File: config.mk
export PLATFORM = sky130hd
export DESIGN_NAME = regfile_writeback
export DESIGN_NICKNAME = d
export VERILOG_FILES = /design/src/rtl/cpu16_pkg.sv /design/src/rtl/rr_arbiter4.sv /design/src/rtl/regfile_writeback.sv
export SDC_FILE = /design/constraint.sdc
export NUM_CORES = 1
export LEC_CHECK = 0
export ABC_AREA = 1
export CAP_MARGIN = 10
export CORE_ASPECT_RATIO = 1.5
export CORE_MARGIN = 2
export CORE_UTILIZATION = 32
export CTS_BUF_LIST = sky130_fd_sc_hd__clkbuf_2
export DETAILED_ROUTE_END_ITERATION = 6
export SLEW_MARGIN = 40
export SYNTH_ARGS = -nofsm -noshare
export SYNTH_HDL_FRONTEND = slang
export SYNTH_SLANG_ARGS = --single-unit
File: constraint.sdc
create_clock -name clk -period 4.6 [get_ports clk]
set_input_delay 0.92 -clock clk [delete_from_list [all_inputs] [get_ports clk]]
set_output_delay 0.92 -clock clk [all_outputs]
set_load 0.02 [all_outputs]
File: src/rtl/cpu16_pkg.sv
// rtl/cpu16_pkg.sv - shared widths, types and helpers for the 16-bit CPU register file
package cpu16_pkg;

  localparam int DATA_W    = 16;
  localparam int REG_IDX_W = 4;
  localparam int NUM_REGS  = 16;
  localparam int NUM_LANES = 4;

  typedef logic [REG_IDX_W-1:0] reg_idx_t;
  typedef logic [DATA_W-1:0]    word_t;
  typedef logic [1:0]           lane_idx_t;

  // One-hot decode of a register index into a 16-bit mask
  function automatic logic [NUM_REGS-1:0] onehot16(input reg_idx_t idx);
    logic [NUM_REGS-1:0] m;
    m      = '0;
    m[idx] = 1'b1;
    return m;
  endfunction

endpackage

File: src/rtl/rr_arbiter4.sv
// rtl/rr_arbiter4.sv - four-way round-robin arbiter owning the rotating priority pointer
module rr_arbiter4
  import cpu16_pkg::*;
(
  input  logic       clk,
  input  logic       rst_n,
  input  logic [3:0] req,
  output logic [3:0] gnt,
  output logic [1:0] gnt_idx
);

  lane_idx_t r_ptr;
  lane_idx_t w_idx;
  logic      w_found;

  // First requester at or after r_ptr wins; no grant while reset is held
  always_comb begin
    gnt     = '0;
    gnt_idx = '0;
    w_found = 1'b0;
    w_idx   = '0;
    for (int i = 0; i < NUM_LANES; i++) begin
      w_idx = r_ptr + lane_idx_t'(i);
      if (!w_found && req[w_idx]) begin
        gnt[w_idx] = 1'b1;
        gnt_idx    = w_idx;
        w_found    = 1'b1;
      end
    end
    if (!rst_n) begin
      gnt = '0;
    end
  end

  // Pointer moves just past the winner so it gets lowest priority next time
  always_ff @(posedge clk) begin
    if (!rst_n) begin
      r_ptr <= '0;
    end else if (|gnt) begin
      r_ptr <= gnt_idx + 2'd1;
    end
  end

endmodule

File: src/rtl/regfile_writeback.sv
// rtl/regfile_writeback.sv - write-back arbitration and architectural register array
module regfile_writeback #(
  parameter int DATA_W    = cpu16_pkg::DATA_W,
  parameter int NUM_REGS  = cpu16_pkg::NUM_REGS,
  parameter int NUM_LANES = cpu16_pkg::NUM_LANES
) (
  input  logic                clk,
  input  logic                rst_n,
  input  logic                wb_valid_d0,
  input  logic                wb_valid_d1,
  input  logic                wb_valid_d2,
  input  logic                wb_valid_d3,
  input  logic [3:0]          wb_rd_d0,
  input  logic [3:0]          wb_rd_d1,
  input  logic [3:0]          wb_rd_d2,
  input  logic [3:0]          wb_rd_d3,
  input  logic [DATA_W-1:0]   wb_data_d0,
  input  logic [DATA_W-1:0]   wb_data_d1,
  input  logic [DATA_W-1:0]   wb_data_d2,
  input  logic [DATA_W-1:0]   wb_data_d3,
  output logic                wb_ready_d0,
  output logic                wb_ready_d1,
  output logic                wb_ready_d2,
  output logic                wb_ready_d3,
  output logic [DATA_W-1:0]   x0,
  output logic [DATA_W-1:0]   x1,
  output logic [DATA_W-1:0]   x2,
  output logic [DATA_W-1:0]   x3,
  output logic [DATA_W-1:0]   x4,
  output logic [DATA_W-1:0]   x5,
  output logic [DATA_W-1:0]   x6,
  output logic [DATA_W-1:0]   x7,
  output logic [DATA_W-1:0]   x8,
  output logic [DATA_W-1:0]   x9,
  output logic [DATA_W-1:0]   x10,
  output logic [DATA_W-1:0]   x11,
  output logic [DATA_W-1:0]   x12,
  output logic [DATA_W-1:0]   x13,
  output logic [DATA_W-1:0]   x14,
  output logic [DATA_W-1:0]   x15,
  output logic [NUM_REGS-1:0] pending,
  output logic                wb_busy
);

  logic [NUM_LANES-1:0]     w_valid;
  cpu16_pkg::reg_idx_t      w_rd   [NUM_LANES];
  logic [DATA_W-1:0]        w_data [NUM_LANES];
  logic [NUM_LANES-1:0]     w_gnt;
  logic [1:0]               w_gnt_idx;
  logic                     w_we;
  cpu16_pkg::reg_idx_t      w_sel_rd;
  logic [DATA_W-1:0]        w_sel_data;
  logic [DATA_W-1:0]        r_x [1:NUM_REGS-1];

  assign w_valid = {wb_valid_d3, wb_valid_d2, wb_valid_d1, wb_valid_d0};
  assign w_rd[0] = wb_rd_d0;
  assign w_rd[1] = wb_rd_d1;
  assign w_rd[2] = wb_rd_d2;
  assign w_rd[3] = wb_rd_d3;
  assign w_data[0] = wb_data_d0;
  assign w_data[1] = wb_data_d1;
  assign w_data[2] = wb_data_d2;
  assign w_data[3] = wb_data_d3;

  rr_arbiter4 u_arb (
    .clk     (clk),
    .rst_n   (rst_n),
    .req     (w_valid),
    .gnt     (w_gnt),
    .gnt_idx (w_gnt_idx)
  );

  assign wb_ready_d0 = w_gnt[0];
  assign wb_ready_d1 = w_gnt[1];
  assign wb_ready_d2 = w_gnt[2];
  assign wb_ready_d3 = w_gnt[3];

  assign w_we       = |w_gnt;
  assign w_sel_rd   = w_rd[w_gnt_idx];
  assign w_sel_data = w_data[w_gnt_idx];

  // Commit the granted lane; x0 has no storage so rd=0 writes just drain
  always_ff @(posedge clk) begin
    if (!rst_n) begin
      for (int r = 1; r < NUM_REGS; r++) begin
        r_x[r] <= '0;
      end
    end else if (w_we) begin
      for (int r = 1; r < NUM_REGS; r++) begin
        if (w_sel_rd == cpu16_pkg::reg_idx_t'(r)) begin
          r_x[r] <= w_sel_data;
        end
      end
    end
  end

  // Hazard mask: every register some lane is still trying to write
  always_comb begin
    pending = '0;
    for (int l = 0; l < NUM_LANES; l++) begin
      if (w_valid[l]) begin
        pending = pending | cpu16_pkg::onehot16(w_rd[l]);
      end
    end
  end

  assign wb_busy = ($countones(w_valid) >= 2);

  assign x0  = '0;
  assign x1  = r_x[1];
  assign x2  = r_x[2];
  assign x3  = r_x[3];
  assign x4  = r_x[4];
  assign x5  = r_x[5];
  assign x6  = r_x[6];
  assign x7  = r_x[7];
  assign x8  = r_x[8];
  assign x9  = r_x[9];
  assign x10 = r_x[10];
  assign x11 = r_x[11];
  assign x12 = r_x[12];
  assign x13 = r_x[13];
  assign x14 = r_x[14];
  assign x15 = r_x[15];

endmodule

==> impl_metrics.ini <==
[global_route]
grt_pass1_wl_um = 57990
grt_antenna_before_repair = 2
grt_pass1_vias = 9039
grt_overflow_total = 0
grt_use_total_pct = 20.02
grt_max_degree = 34

[clock_tree]
clk-insertion-delay-late_ns = 0.89
cts_resized = 1
cts_tree = built
cts_made_buffers = 55
htreeDepth = 2
cts_root_buffer = clkbuf_2
cts_num_sinks = 242
postCtsSetupBuffers = 0
clk_pin_slew_ns = 0.11
holdBufCountCts = 0
clock_path_buffers = 3

[timing]
fmax_mhz = 230.7
fin_crit_sh_pct = 94.23
fin_setup_tns_ns = 0
fin_crit_ns = 4.334
hold_violations = 0
setup_viol = 0
whs_ns = 0.6419
finalMaxSlewViolations = 0
rsz0062_at_grt = false
tightest_slew_ns = 0.6321
relSlewSlack_pct = 57.71
clock_skew_ns = 0.09297

[cells_and_area]
layout-drive-gt1-share_pct = 27.32
area_growth_pct = 37.12
final_common_cell = clkdlybuf4s50_1
nets = 1466
fillers = 3455
final_cell_mix = clkdlybuf4s50_1 (345), edfxtp_1 (240), nand2_1 (151)

[place]
dp_hpwl_um = 29410
portBuffers = 346
gp_congestion = 0.9255

[routing]
wire_per_inst_um = 21.12
first_pass_iters = 5
vias_per_cell = 4.798
drtAntennaViolNets = 0
vias = 9131
drt_iter0_markers = 526
drc = 0
drt-total-wl_um = 40200

[synth]
synth_top_area_share_pct = 59.74
synth_area_leaders = edfxtp_1 (60%), nor3_2 (12%), nand2_1 (4.7%)
yosys_warnings = 0
netlist.top_cell.by_area = edfxtp_1
avgSynthCellArea_um2 = 12.27
netlist_area_um2 = 12060
ys_seq_area_share_pct = 60.08
ys_types = 38
synthCells = 983
yosys_register_bits = 242

[run_status]
status = completed

[floorplanning]
initial_core_util_pct = 32.31
rows = 87
pin_count = 363
die_y_um = 241.8
die_w_um = 162.5
core-area_um2 = 37340
fp.dieArea_um2 = 39300

[power_and_ir_drop]
power_switching_mw = 7.469
combPwrFrac_pct = 65.1
powerDensity_nw_per_um2 = 807.9
seqPwrFrac_pct = 24.8
swShare_pct = 55.89
power.leakage_nw = 5.942
peakVddDrop_mv = 0.7103
p_int_mw = 5.894
p_clk_share_pct = 10.1

[worst_setup_path]
rr_worst_depth = 15
end_kind = output pin
crit_required_ns = 3.68
critPathArrivalTime_ns = 3.41
worstSetupPathType = reg -> out
crit_fanout = 8
startpoint_type = register

[worst_hold_path]
hold_path_depth = 2
hp-class = reg -> reg

[job]
maxCapViolCount = 0
[flip-flops by register name, indices dropped and copies added (netlist names)]
signal       cells
u_arb.r_ptr      2
r_x            240
[final cells by class]
class                           instances  area [µm²]  area share [%]
Tap cell                              489       611.8           3.699
Inverter                               39       151.4          0.9153
Sequential cell                       242        7251           43.83
Clock buffer                           73       365.4           2.209
Timing Repair Buffer                  404        3939           23.81
Antenna cell                            1       2.502         0.01513
Clock inverter                         26       132.6          0.8018
Multi-Input combinational cell        629        4088           24.71
[per-layer routing]
layer  vias up  GRT usage [%]  part of all wire, %
li1       4266              -                    -
met1      4348          21.61                   36
met2       425          37.42                   54
met3        90          3.619                  6.2
met4         2          9.084                  4.4
met5         -              0                0.027
[final timing paths]
| check | start | end | slack (ns) |
|---|---|---|---|
| max reg2reg | u_arb.r_ptr[1]$_SDFFE_PN0P_ | r_x[0][34]$_SDFFCE_PN0P_ | 0.98 |
| max | u_arb.r_ptr[1]$_SDFFE_PN0P_ | wb_ready_d0 | 0.27 |
| min | u_arb.r_ptr[1]$_SDFFE_PN0P_ | u_arb.r_ptr[1]$_SDFFE_PN0P_ | 0.64 |
| min reg2reg | u_arb.r_ptr[1]$_SDFFE_PN0P_ | u_arb.r_ptr[1]$_SDFFE_PN0P_ | 0.64 |
[Yosys cell counts]
library cell and n:
nor2_2 37, buf_6 19, nand2_2 23, nor2_4 4
edfxtp_1 240, dfxtp_1 2, or2_2 2, o21ai_0 16
nand4_2 1, o22ai_1 4, nand3_2 6, inv_1 32
o21ai_1 2, a221o_1 3, nor3_2 150, nand3_1 68
nand3_4 6, a31oi_1 9, inv_2 5, nor3_1 32
nor2_8 1, conb_1 1, ha_1 8, xnor2_1 1
fa_1 1, a21oi_1 1, o221ai_1 8, buf_4 42
nand2_8 1, nand2_1 151, nand2_4 5, nor2_1 59
inv_4 2, buf_2 25, a22oi_1 5, clkbuf_1 2
nand4_1 7, a21boi_0 2
[cells by family (layout without fill, tap and decap cells)]
logic type	Yosys count	after routing	synth area share, %
XOR/XNOR	1	1	0.07262
adder cells (fa/ha/maj)	9	9	0.9958
AO/OA/AOI/OAI	50	50	2.728
buffers and inverters	127	542	6.742
AND/OR/NAND/NOR	553	553	29.35
other	1	17	0.03109
flip-flops	242	242	60.08
[metrics by stage]
| stage | utilization (%) | setup slack (ns) | cell area [µm²] | power, mW | cells |
|---|---|---|---|---|---|
| after detailed placement | 42.94 | 0.3904 | 16030 | 12.20 | 1803 |
| after CTS | 44.27 | 0.1256 | 16530 | 13.55 | 1902 |
| after global routing | 44.30 | 0.01228 | 16540 | 14.15 | 1903 |
| after floorplan | - | 0.6206 | 12120 | 8.975 | 998 |
| final | 44.30 | 0.2656 | 16540 | 13.36 | 1903 |
| after global placement | 42.94 | 0.4858 | 16030 | 12.12 | 1803 |
[power groups by stage]
stage               clock [mW]  combinational [mW]  sequential [mW]
detailed placement           0                8.82             3.38
floorplan                    0                5.03             3.94
global route              1.50                9.30             3.35
global placement             0                8.75             3.37
CTS                       1.40                8.83             3.33
finish                    1.35                8.70             3.31
[critical path, stage by stage, from the launching register on]
cell and delay (ns):
dfxtp_4 0.40, inv_1 0.24, ha_2 0.38, inv_1 0.12
nand3_1 0.08, nand2_1 0.16, nor2_4 0.07, a21boi_0 0.25
nand3_1 0.13, nand2_1 0.11, inv_1 0.05, clkdlybuf4s50_1 0.53
Note: power is estimated with default switching activity, not from simulation.
